`config.mk`:
```
export PLATFORM = sky130hd
export DESIGN_NAME = alu_issue_stage_flat
export DESIGN_NICKNAME = d
export VERILOG_FILES = /design/src/rtl/alu_pkg.sv /design/src/rtl/alu_issue_stage_if.sv /design/src/rtl/alu_fwd_mux.sv /design/src/rtl/alu_issue_stage.sv /design/src/flat_wrapper.sv
export SDC_FILE = /design/constraint.sdc
export NUM_CORES = 1
export LEC_CHECK = 0
export CAP_MARGIN = 30
export CORE_MARGIN = 10
export CORE_UTILIZATION = 39
export CTS_CLUSTER_SIZE = 8
export DETAILED_ROUTE_END_ITERATION = 10
export PLACE_DENSITY = 0.86
export SKIP_LAST_GASP = 1
export SYNTH_ARGS = -nofsm -noshare
export SYNTH_HDL_FRONTEND = slang
export SYNTH_HIERARCHICAL = 1
export SYNTH_SLANG_ARGS = --single-unit
```
`constraint.sdc`:
```
create_clock -name clk -period 2.1 [get_ports clk]
set_input_delay 0.42 -clock clk [delete_from_list [all_inputs] [get_ports clk]]
set_output_delay 0.42 -clock clk [all_outputs]
set_load 0.01 [all_outputs]
```
`src/rtl/alu_pkg.sv`:
```
// Shared ALU definitions: 4-bit ALU control codes, RV32I opcodes and branch funct3 values.
package alu_pkg;

  localparam logic [3:0] AluAnd  = 4'b0000;
  localparam logic [3:0] AluOr   = 4'b0001;
  localparam logic [3:0] AluAdd  = 4'b0010;
  localparam logic [3:0] AluSra  = 4'b0011;
  localparam logic [3:0] AluSub  = 4'b0110;
  localparam logic [3:0] AluSlt  = 4'b0111;
  localparam logic [3:0] AluSll  = 4'b1000;
  localparam logic [3:0] AluSrl  = 4'b1001;
  localparam logic [3:0] AluXor  = 4'b1010;
  localparam logic [3:0] AluNor  = 4'b1100;
  localparam logic [3:0] AluBeq  = 4'b1110;
  localparam logic [3:0] AluSltu = 4'b1111;

  localparam logic [6:0] OpcLoad   = 7'b0000011;
  localparam logic [6:0] OpcOpImm  = 7'b0010011;
  localparam logic [6:0] OpcAuipc  = 7'b0010111;
  localparam logic [6:0] OpcStore  = 7'b0100011;
  localparam logic [6:0] OpcOp     = 7'b0110011;
  localparam logic [6:0] OpcLui    = 7'b0110111;
  localparam logic [6:0] OpcBranch = 7'b1100011;
  localparam logic [6:0] OpcJalr   = 7'b1100111;
  localparam logic [6:0] OpcJal    = 7'b1101111;

  localparam logic [2:0] F3Beq  = 3'b000;
  localparam logic [2:0] F3Bne  = 3'b001;
  localparam logic [2:0] F3Blt  = 3'b100;
  localparam logic [2:0] F3Bge  = 3'b101;
  localparam logic [2:0] F3Bltu = 3'b110;
  localparam logic [2:0] F3Bgeu = 3'b111;

  function automatic logic uses_rs1(input logic [6:0] opc);
    return opc inside {OpcOp, OpcOpImm, OpcLoad, OpcStore, OpcBranch, OpcJalr};
  endfunction

  function automatic logic uses_rs2(input logic [6:0] opc);
    return opc inside {OpcOp, OpcStore, OpcBranch};
  endfunction

endpackage

```
`src/rtl/alu_issue_stage_if.sv`:
```
// Decode-side beat, forwarding sources and EX-slot outputs of the ALU issue stage.
interface alu_issue_stage_if #(
  parameter int unsigned XLEN   = 32,
  parameter int unsigned REG_AW = 5
);
  logic              flush;
  logic              in_valid;
  logic              in_ready;
  logic [6:0]        in_opcode;
  logic [2:0]        in_funct3;
  logic              in_funct7_b5;
  logic [XLEN-1:0]   in_pc;
  logic [XLEN-1:0]   in_imm;
  logic [REG_AW-1:0] in_rs1_addr;
  logic [REG_AW-1:0] in_rs2_addr;
  logic [REG_AW-1:0] in_rd_addr;
  logic [XLEN-1:0]   in_rs1_data;
  logic [XLEN-1:0]   in_rs2_data;
  logic [XLEN-1:0]   fwd_ex_data;
  logic              fwd_mem_valid;
  logic              fwd_wb_valid;
  logic [REG_AW-1:0] fwd_mem_rd;
  logic [REG_AW-1:0] fwd_wb_rd;
  logic [XLEN-1:0]   fwd_mem_data;
  logic [XLEN-1:0]   fwd_wb_data;
  logic              out_valid;
  logic              out_ready;
  logic [XLEN-1:0]   out_src_a;
  logic [XLEN-1:0]   out_src_b;
  logic [3:0]        out_alu_control;
  logic [REG_AW-1:0] out_rd_addr;
  logic              out_rd_we;
  logic              out_is_load;
  logic              out_is_store;
  logic              out_is_branch;
  logic              out_is_jump;
  logic              out_illegal;
  logic              out_br_on_zero;
  logic [XLEN-1:0]   out_store_data;
  logic [XLEN-1:0]   out_pc;

  modport master (
    output flush, in_valid, in_opcode, in_funct3, in_funct7_b5, in_pc, in_imm,
           in_rs1_addr, in_rs2_addr, in_rd_addr, in_rs1_data, in_rs2_data,
           fwd_ex_data, fwd_mem_valid, fwd_wb_valid, fwd_mem_rd, fwd_wb_rd,
           fwd_mem_data, fwd_wb_data, out_ready,
    input  in_ready, out_valid, out_src_a, out_src_b, out_alu_control, out_rd_addr,
           out_rd_we, out_is_load, out_is_store, out_is_branch, out_is_jump,
           out_illegal, out_br_on_zero, out_store_data, out_pc
  );

  modport slave (
    input  flush, in_valid, in_opcode, in_funct3, in_funct7_b5, in_pc, in_imm,
           in_rs1_addr, in_rs2_addr, in_rd_addr, in_rs1_data, in_rs2_data,
           fwd_ex_data, fwd_mem_valid, fwd_wb_valid, fwd_mem_rd, fwd_wb_rd,
           fwd_mem_data, fwd_wb_data, out_ready,
    output in_ready, out_valid, out_src_a, out_src_b, out_alu_control, out_rd_addr,
           out_rd_we, out_is_load, out_is_store, out_is_branch, out_is_jump,
           out_illegal, out_br_on_zero, out_store_data, out_pc
  );
endinterface

```
`src/rtl/alu_fwd_mux.sv`:
```
// Operand forwarding select: x0, then EX slot, MEM, WB, and finally register-file data.
module alu_fwd_mux #(
  parameter int unsigned XLEN   = 32,
  parameter int unsigned REG_AW = 5
) (
  input  logic [REG_AW-1:0] rs_addr_i,
  input  logic [XLEN-1:0]   rf_data_i,
  input  logic              ex_hit_i,
  input  logic [REG_AW-1:0] ex_rd_i,
  input  logic [XLEN-1:0]   ex_data_i,
  input  logic              mem_valid_i,
  input  logic [REG_AW-1:0] mem_rd_i,
  input  logic [XLEN-1:0]   mem_data_i,
  input  logic              wb_valid_i,
  input  logic [REG_AW-1:0] wb_rd_i,
  input  logic [XLEN-1:0]   wb_data_i,
  output logic [XLEN-1:0]   data_o
);

  always_comb begin
    data_o = rf_data_i;
    if (rs_addr_i == '0) begin
      data_o = '0;
    end else if (ex_hit_i && (ex_rd_i == rs_addr_i)) begin
      data_o = ex_data_i;
    end else if (mem_valid_i && (mem_rd_i == rs_addr_i)) begin
      data_o = mem_data_i;
    end else if (wb_valid_i && (wb_rd_i == rs_addr_i)) begin
      data_o = wb_data_i;
    end
  end

endmodule

```
`src/rtl/alu_issue_stage.sv`:
```
// ID/EX issue stage: decodes RV32I into ALU control, forwards operands, and holds one EX slot.
module alu_issue_stage #(
  parameter int unsigned XLEN   = 32,
  parameter int unsigned REG_AW = 5
) (
  input logic               clk,
  input logic               rst_n,
  alu_issue_stage_if.slave  bus
);
  import alu_pkg::*;

  logic              valid_q, valid_d;
  logic [XLEN-1:0]   src_a_q, src_b_q, store_data_q, pc_q;
  logic [3:0]        ctrl_q;
  logic [REG_AW-1:0] rd_q;
  logic              rd_we_q, is_load_q, is_store_q, is_branch_q, is_jump_q, illegal_q, boz_q;

  logic [XLEN-1:0] rs1_val, rs2_val, dec_a, dec_b;
  logic [3:0]      dec_ctrl;
  logic            dec_we, dec_load, dec_store, dec_branch, dec_jump, dec_illegal, dec_boz;
  logic            advance, stall, load_beat, ex_hit, rs1_hit, rs2_hit;

  // Loads are excluded here: their data only exists from MEM onwards.
  assign ex_hit = valid_q & rd_we_q & ~is_load_q;

  alu_fwd_mux #(.XLEN(XLEN), .REG_AW(REG_AW)) u_fwd_a (
    .rs_addr_i   (bus.in_rs1_addr),
    .rf_data_i   (bus.in_rs1_data),
    .ex_hit_i    (ex_hit),
    .ex_rd_i     (rd_q),
    .ex_data_i   (bus.fwd_ex_data),
    .mem_valid_i (bus.fwd_mem_valid),
    .mem_rd_i    (bus.fwd_mem_rd),
    .mem_data_i  (bus.fwd_mem_data),
    .wb_valid_i  (bus.fwd_wb_valid),
    .wb_rd_i     (bus.fwd_wb_rd),
    .wb_data_i   (bus.fwd_wb_data),
    .data_o      (rs1_val)
  );

  alu_fwd_mux #(.XLEN(XLEN), .REG_AW(REG_AW)) u_fwd_b (
    .rs_addr_i   (bus.in_rs2_addr),
    .rf_data_i   (bus.in_rs2_data),
    .ex_hit_i    (ex_hit),
    .ex_rd_i     (rd_q),
    .ex_data_i   (bus.fwd_ex_data),
    .mem_valid_i (bus.fwd_mem_valid),
    .mem_rd_i    (bus.fwd_mem_rd),
    .mem_data_i  (bus.fwd_mem_data),
    .wb_valid_i  (bus.fwd_wb_valid),
    .wb_rd_i     (bus.fwd_wb_rd),
    .wb_data_i   (bus.fwd_wb_data),
    .data_o      (rs2_val)
  );

  always_comb begin
    dec_ctrl    = AluAdd;
    dec_a       = rs1_val;
    dec_b       = bus.in_imm;
    dec_we      = 1'b0;
    dec_load    = 1'b0;
    dec_store   = 1'b0;
    dec_branch  = 1'b0;
    dec_jump    = 1'b0;
    dec_illegal = 1'b0;
    dec_boz     = 1'b0;
    case (bus.in_opcode)
      OpcOp, OpcOpImm: begin
        dec_we = 1'b1;
        if (bus.in_opcode == OpcOp) dec_b = rs2_val;
        case (bus.in_funct3)
          3'b000:  dec_ctrl = (bus.in_opcode == OpcOp && bus.in_funct7_b5) ? AluSub : AluAdd;
          3'b001:  dec_ctrl = AluSll;
          3'b010:  dec_ctrl = AluSlt;
          3'b011:  dec_ctrl = AluSltu;
          3'b100:  dec_ctrl = AluXor;
          3'b101:  dec_ctrl = bus.in_funct7_b5 ? AluSra : AluSrl;
          3'b110:  dec_ctrl = AluOr;
          default: dec_ctrl = AluAnd;
        endcase
      end
      OpcLoad: begin
        dec_we   = 1'b1;
        dec_load = 1'b1;
      end
      OpcStore: dec_store = 1'b1;
      OpcLui: begin
        dec_a  = '0;
        dec_we = 1'b1;
      end
      OpcAuipc: begin
        dec_a  = bus.in_pc;
        dec_we = 1'b1;
      end
      OpcJal, OpcJalr: begin
        dec_a    = bus.in_pc;
        dec_b    = XLEN'(4);
        dec_we   = 1'b1;
        dec_jump = 1'b1;
      end
      OpcBranch: begin
        dec_b      = rs2_val;
        dec_branch = 1'b1;
        case (bus.in_funct3)
          F3Beq:   dec_ctrl = AluBeq;
          F3Bne:   begin dec_ctrl = AluBeq;  dec_boz = 1'b1; end
          F3Blt:   dec_ctrl = AluSlt;
          F3Bge:   begin dec_ctrl = AluSlt;  dec_boz = 1'b1; end
          F3Bltu:  dec_ctrl = AluSltu;
          F3Bgeu:  begin dec_ctrl = AluSltu; dec_boz = 1'b1; end
          default: begin dec_branch = 1'b0;  dec_illegal = 1'b1; end
        endcase
      end
      default: dec_illegal = 1'b1;
    endcase
    if (bus.in_rd_addr == '0) dec_we = 1'b0;
  end

  assign rs1_hit   = uses_rs1(bus.in_opcode) && (bus.in_rs1_addr == rd_q);
  assign rs2_hit   = uses_rs2(bus.in_opcode) && (bus.in_rs2_addr == rd_q);
  assign advance   = bus.out_ready | ~valid_q;
  assign stall     = bus.in_valid & valid_q & is_load_q & rd_we_q & (rs1_hit | rs2_hit) & advance;
  assign load_beat = ~bus.flush & advance & bus.in_valid & ~stall;
  assign bus.in_ready = bus.flush | (advance & ~stall);

  always_comb begin
    valid_d = valid_q;
    if (bus.flush) begin
      valid_d = 1'b0;
    end else if (advance) begin
      valid_d = load_beat;
    end
  end

  always_ff @(posedge clk or negedge rst_n) begin
    if (!rst_n) begin
      valid_q      <= 1'b0;
      src_a_q      <= '0;
      src_b_q      <= '0;
      store_data_q <= '0;
      pc_q         <= '0;
      ctrl_q       <= AluAnd;
      rd_q         <= '0;
      rd_we_q      <= 1'b0;
      is_load_q    <= 1'b0;
      is_store_q   <= 1'b0;
      is_branch_q  <= 1'b0;
      is_jump_q    <= 1'b0;
      illegal_q    <= 1'b0;
      boz_q        <= 1'b0;
    end else begin
      valid_q <= valid_d;
      if (load_beat) begin
        src_a_q      <= dec_a;
        src_b_q      <= dec_b;
        store_data_q <= rs2_val;
        pc_q         <= bus.in_pc;
        ctrl_q       <= dec_ctrl;
        rd_q         <= bus.in_rd_addr;
        rd_we_q      <= dec_we;
        is_load_q    <= dec_load;
        is_store_q   <= dec_store;
        is_branch_q  <= dec_branch;
        is_jump_q    <= dec_jump;
        illegal_q    <= dec_illegal;
        boz_q        <= dec_boz;
      end
    end
  end

  assign bus.out_valid       = valid_q;
  assign bus.out_src_a       = src_a_q;
  assign bus.out_src_b       = src_b_q;
  assign bus.out_alu_control = ctrl_q;
  assign bus.out_rd_addr     = rd_q;
  assign bus.out_rd_we       = rd_we_q;
  assign bus.out_is_load     = is_load_q;
  assign bus.out_is_store    = is_store_q;
  assign bus.out_is_branch   = is_branch_q;
  assign bus.out_is_jump     = is_jump_q;
  assign bus.out_illegal     = illegal_q;
  assign bus.out_br_on_zero  = boz_q;
  assign bus.out_store_data  = store_data_q;
  assign bus.out_pc          = pc_q;

endmodule

```
`src/flat_wrapper.sv`:
```
// flat-port wrapper written by rule: the top's interface ports become plain ports
module alu_issue_stage_flat import alu_pkg::*;
#(
  parameter int unsigned XLEN   = 32,
  parameter int unsigned REG_AW = 5
)
  (clk, rst_n, bus_flush, bus_in_valid, bus_in_opcode, bus_in_funct3, bus_in_funct7_b5, bus_in_pc, bus_in_imm, bus_in_rs1_addr, bus_in_rs2_addr, bus_in_rd_addr, bus_in_rs1_data, bus_in_rs2_data, bus_fwd_ex_data, bus_fwd_mem_valid, bus_fwd_wb_valid, bus_fwd_mem_rd, bus_fwd_wb_rd, bus_fwd_mem_data, bus_fwd_wb_data, bus_out_ready, bus_in_ready, bus_out_valid, bus_out_src_a, bus_out_src_b, bus_out_alu_control, bus_out_rd_addr, bus_out_rd_we, bus_out_is_load, bus_out_is_store, bus_out_is_branch, bus_out_is_jump, bus_out_illegal, bus_out_br_on_zero, bus_out_store_data, bus_out_pc);
  alu_issue_stage_if #(.XLEN(XLEN), .REG_AW(REG_AW)) bus_i ();
  input logic clk;
  input logic rst_n;
  input wire logic [$bits(bus_i.flush)-1:0] bus_flush;
  input wire logic [$bits(bus_i.in_valid)-1:0] bus_in_valid;
  input wire logic [$bits(bus_i.in_opcode)-1:0] bus_in_opcode;
  input wire logic [$bits(bus_i.in_funct3)-1:0] bus_in_funct3;
  input wire logic [$bits(bus_i.in_funct7_b5)-1:0] bus_in_funct7_b5;
  input wire logic [$bits(bus_i.in_pc)-1:0] bus_in_pc;
  input wire logic [$bits(bus_i.in_imm)-1:0] bus_in_imm;
  input wire logic [$bits(bus_i.in_rs1_addr)-1:0] bus_in_rs1_addr;
  input wire logic [$bits(bus_i.in_rs2_addr)-1:0] bus_in_rs2_addr;
  input wire logic [$bits(bus_i.in_rd_addr)-1:0] bus_in_rd_addr;
  input wire logic [$bits(bus_i.in_rs1_data)-1:0] bus_in_rs1_data;
  input wire logic [$bits(bus_i.in_rs2_data)-1:0] bus_in_rs2_data;
  input wire logic [$bits(bus_i.fwd_ex_data)-1:0] bus_fwd_ex_data;
  input wire logic [$bits(bus_i.fwd_mem_valid)-1:0] bus_fwd_mem_valid;
  input wire logic [$bits(bus_i.fwd_wb_valid)-1:0] bus_fwd_wb_valid;
  input wire logic [$bits(bus_i.fwd_mem_rd)-1:0] bus_fwd_mem_rd;
  input wire logic [$bits(bus_i.fwd_wb_rd)-1:0] bus_fwd_wb_rd;
  input wire logic [$bits(bus_i.fwd_mem_data)-1:0] bus_fwd_mem_data;
  input wire logic [$bits(bus_i.fwd_wb_data)-1:0] bus_fwd_wb_data;
  input wire logic [$bits(bus_i.out_ready)-1:0] bus_out_ready;
  output wire logic [$bits(bus_i.in_ready)-1:0] bus_in_ready;
  output wire logic [$bits(bus_i.out_valid)-1:0] bus_out_valid;
  output wire logic [$bits(bus_i.out_src_a)-1:0] bus_out_src_a;
  output wire logic [$bits(bus_i.out_src_b)-1:0] bus_out_src_b;
  output wire logic [$bits(bus_i.out_alu_control)-1:0] bus_out_alu_control;
  output wire logic [$bits(bus_i.out_rd_addr)-1:0] bus_out_rd_addr;
  output wire logic [$bits(bus_i.out_rd_we)-1:0] bus_out_rd_we;
  output wire logic [$bits(bus_i.out_is_load)-1:0] bus_out_is_load;
  output wire logic [$bits(bus_i.out_is_store)-1:0] bus_out_is_store;
  output wire logic [$bits(bus_i.out_is_branch)-1:0] bus_out_is_branch;
  output wire logic [$bits(bus_i.out_is_jump)-1:0] bus_out_is_jump;
  output wire logic [$bits(bus_i.out_illegal)-1:0] bus_out_illegal;
  output wire logic [$bits(bus_i.out_br_on_zero)-1:0] bus_out_br_on_zero;
  output wire logic [$bits(bus_i.out_store_data)-1:0] bus_out_store_data;
  output wire logic [$bits(bus_i.out_pc)-1:0] bus_out_pc;
  assign bus_i.flush = bus_flush;
  assign bus_i.in_valid = bus_in_valid;
  assign bus_i.in_opcode = bus_in_opcode;
  assign bus_i.in_funct3 = bus_in_funct3;
  assign bus_i.in_funct7_b5 = bus_in_funct7_b5;
  assign bus_i.in_pc = bus_in_pc;
  assign bus_i.in_imm = bus_in_imm;
  assign bus_i.in_rs1_addr = bus_in_rs1_addr;
  assign bus_i.in_rs2_addr = bus_in_rs2_addr;
  assign bus_i.in_rd_addr = bus_in_rd_addr;
  assign bus_i.in_rs1_data = bus_in_rs1_data;
  assign bus_i.in_rs2_data = bus_in_rs2_data;
  assign bus_i.fwd_ex_data = bus_fwd_ex_data;
  assign bus_i.fwd_mem_valid = bus_fwd_mem_valid;
  assign bus_i.fwd_wb_valid = bus_fwd_wb_valid;
  assign bus_i.fwd_mem_rd = bus_fwd_mem_rd;
  assign bus_i.fwd_wb_rd = bus_fwd_wb_rd;
  assign bus_i.fwd_mem_data = bus_fwd_mem_data;
  assign bus_i.fwd_wb_data = bus_fwd_wb_data;
  assign bus_i.out_ready = bus_out_ready;
  assign bus_in_ready = bus_i.in_ready;
  assign bus_out_valid = bus_i.out_valid;
  assign bus_out_src_a = bus_i.out_src_a;
  assign bus_out_src_b = bus_i.out_src_b;
  assign bus_out_alu_control = bus_i.out_alu_control;
  assign bus_out_rd_addr = bus_i.out_rd_addr;
  assign bus_out_rd_we = bus_i.out_rd_we;
  assign bus_out_is_load = bus_i.out_is_load;
  assign bus_out_is_store = bus_i.out_is_store;
  assign bus_out_is_branch = bus_i.out_is_branch;
  assign bus_out_is_jump = bus_i.out_is_jump;
  assign bus_out_illegal = bus_i.out_illegal;
  assign bus_out_br_on_zero = bus_i.out_br_on_zero;
  assign bus_out_store_data = bus_i.out_store_data;
  assign bus_out_pc = bus_i.out_pc;
  alu_issue_stage #(.XLEN(XLEN), .REG_AW(REG_AW)) u_core (.clk(clk), .rst_n(rst_n), .bus(bus_i));
endmodule
```
==> out/results.txt <==
CTS Buf Count -> 17
most common cell after layout, fill and taps aside -> clkdlybuf4s50_1
Die W -> 175.9 um
Lkg Pwr -> 7.044 nW
antenna violations before repair -> 4
post-synth net total -> 1159
syn_area_per_cell -> 10.62 um^2
fraction of registers with async set/reset -> 100.0%
RSZ-0062 raised after global routing -> true
Die Ht -> 175.9 um
met1 GRT Util -> 35.00%
cells after synthesis -> 892
TNS Setup -> -60.09 ns
CP Capture Type -> flop
status -> complete, but fails checks
failing checks -> setup timing
final worst slack -> -0.4650 ns
layout cells sized above 1 -> 28.86%
Starting Density -> 40.00%
critical path class -> flop to flop
clock sink count -> 145
Area Overhead vs Synth -> 75.96%
CTS tree -> done
cell area after layout -> 0.01667 mm^2
first-pass GRT wire length -> 73560 um
Worst-Skew Late Latency -> 0.43 ns
max-slew violation count -> 0
Max-Cap Viols -> 0
hold crit path type -> flop to flop
Most used DFF post-synth -> dfrtp_1
M3 GR Usage -> 9.629%
final setup violation count -> 145
first drt pass iteration count -> 8
Setup crit start kind -> flop
# DRC -> 0
maximum clock path buffer count -> 2
final hold vios -> 0
CP Max Fanout -> 6
vias in the first global route -> 11580
number of library cell types mapped by synthesis -> 48
H-Tree Level Count -> 4
count of flip-flops with a built-in enable after synthesis -> 0
number of I/O port buffers -> 412
vias after detailed routing -> 10960
Die ar. -> 0.03093 mm^2
post-synthesis sequential area ratio -> 38.30%
GPL Wtd Cong -> 0.9249
Placed Cells -> 1685
Yosys Warn Count -> 6
Top-Level Pins -> 413
WL/cell -> 29.14 um
Worst Reg-to-Reg Cells -> 11
Finished Layout Cells -> 1753
Power Density -> 655.0 mW/mm^2
final core occ -> 70.39%
Post-Place Setup Slack -> -0.9793 ns
post-DR vias/cell -> 6.254
synthesized area -> 0.009474 mm^2
First DRT Iteration DRCs -> 1491
met2 track demand over resource -> 50.58%
root buffer cell -> clkbuf_16
Final Skew -> 0.01251 ns
min cycle time layout -> 2.565 ns
Fmax -> 389.9 MHz
Worst EP arrival -> 2.87 ns
Rows -> 56
antenna violation net count after detailed routing -> 0
dpl cell area -> 0.01501 mm^2
synthesis-stage register bit count -> 145
slew margin rel. -> 61.28%
Reg clk slew, reported paths -> 0.07 ns
CORE AREA -> 0.02368 mm^2
WP data required -> 2.40 ns
VDD IR-drop max -> 522.7 uV
Most Crowded Layer GR -> met2
Final period util -> 122.1%
final net count -> 1685
GRT Resource Usage Total -> 30.90%
total gr overflow -> 0
Routed WL -> 51090 um
worst slew pin tran -> 0.5807 ns
worst hold stages -> 1
largest net degree at the start of global routing -> 53
DP Wirelength -> 36250 um
most frequent cells in the layout -> clkdlybuf4s50_1, dfrtp_1, mux2_4
-- cells in the mapped netlist (3+ instances only) --
| master | number | area (um^2) |
|---|---|---|
| a22o_1 | 65 | 569.3 |
| clkbuf_1 | 38 | 142.6 |
| nor2b_1 | 5 | 31.28 |
| nor2_1 | 11 | 41.29 |
| xnor2_1 | 11 | 96.34 |
| nand2b_1 | 6 | 37.54 |
| a31oi_1 | 68 | 425.4 |
| nor3_1 | 3 | 15.01 |
| nand2_1 | 72 | 270.3 |
| buf_12 | 7 | 140.1 |
| inv_1 | 4 | 15.01 |
| buf_4 | 15 | 112.6 |
| a21oi_1 | 3 | 15.01 |
| xor2_1 | 30 | 262.8 |
| nor4_1 | 4 | 25.02 |
| o21ai_0 | 68 | 340.3 |
| nand3_1 | 6 | 30.03 |
| buf_2 | 18 | 90.09 |
| dfrtp_1 | 145 | 3628 |
| nand4_1 | 4 | 25.02 |
| o221ai_1 | 62 | 543.0 |
| or3_1 | 64 | 400.4 |
| buf_8 | 6 | 90.09 |
| mux2_4 | 58 | 870.8 |
| mux2_2 | 84 | 945.9 |
-- worst max-delay path: stages, from the launching register on --
cell and delay [ns]:
dfrtp_1 0.41, buf_6 0.13, buf_6 0.12, xor2_2 0.14, nor4_2 0.29, a31oi_2 0.19
buf_4 0.18, nand4b_1 0.14, buf_6 0.20, buf_12 0.18, clkbuf_16 0.17, mux2_4 0.30
-- through the flow --
stage | total power [W] | hold WS, ns
2_1_floorplan | 0.005065 | 0.1244
3_3_place_gp | 0.007288 | 0.4211
3_5_place_dp | 0.007424 | 0.4298
4_1_cts | 0.01068 | 0.5080
5_1_grt | 0.01128 | 0.5188
6_report | 0.01092 | 0.5053
-- final timing paths --
path,from,endpoint,slack (ns)
setup / recovery,u_core/bus.out_rd_addr[0]$_DFFE_PN0P_,u_core/bus.out_store_data[31]$_DFFE_PN0P_,-0.46
hold / removal,u_core/bus.out_src_b[2]$_DFFE_PN0P_,u_core/bus.out_src_b[2]$_DFFE_PN0P_,0.51
setup reg to reg,u_core/bus.out_rd_addr[0]$_DFFE_PN0P_,u_core/bus.out_store_data[31]$_DFFE_PN0P_,-0.46
hold reg to reg,u_core/bus.out_src_b[2]$_DFFE_PN0P_,u_core/bus.out_src_b[2]$_DFFE_PN0P_,0.51
max in group asynchronous,rst_n,u_core/bus.out_rd_addr[1]$_DFFE_PN0P_,0.87
min in group asynchronous,rst_n,u_core/bus.out_pc[4]$_DFFE_PN0P_,0.56
-- logic make-up (layout without fill, tap and decap cells) --
kind of cell	count (synthesis)	after routing	synth area share [%]
compound gates	280	280	21.26
simple gates	192	192	10.79
flops	145	145	38.30
mux	144	144	19.39
buf+inv	90	629	6.471
xor+xnor	41	41	3.790
other cells	0	3	0
-- power by group --
part           switching [W]  internal [W]  total, W
Combinational        0.00165       0.00258   0.00423
Sequential          0.000354       0.00329   0.00365
Clock                0.00142       0.00162   0.00304
Total                0.00343       0.00749    0.0109
-- routing by layer --
layer | part of all wire (%) | vias to the layer above | wire, um
met5 | 0.023 | - | 12
met4 | 6.2 | 2 | 3155
met3 | 10 | 222 | 5308
met2 | 47 | 912 | 24140
met1 | 36 | 5323 | 18470
li1 | - | 4504 | -
-- sequential cells by signal (all words and copies together), names as in the netlist --
signal and flops:
u_core/bus.out_is_store 1, u_core/bus.out_is_load 1, u_core/bus.out_is_jump 1, u_core/bus.out_is_branch 1, u_core/bus.out_pc 32, u_core/bus.out_src_a 32, u_core/bus.out_store_data 32, u_core/bus.out_valid 1
u_core/bus.out_illegal 1, u_core/bus.out_rd_we 1, u_core/bus.out_rd_addr 5, u_core/bus.out_br_on_zero 1, u_core/bus.out_src_b 32, u_core/bus.out_alu_control 4
-- what timing repair did --
action,in CTS,in global routing
buffers inserted,21,5
gates cloned,7,3
setup endpoints to repair,145,146
hold buffers,1,0
resized for setup,140,72
hold endpoints to repair,44,0
pin swaps,24,11
-- final cells by class --
class                           instances  area, um^2
Fill cell                            1657        7012
Timing Repair Buffer                  593        6223
Multi-Input combinational cell        657        5827
Sequential cell                       145        3632
Clock buffer                           19       452.9
Tap cell                              319       399.1
Clock inverter                         13       113.9
Inverter                                4       15.01
Antenna cell                            3       7.507
Note: power is estimated with default switching activity, not from simulation.
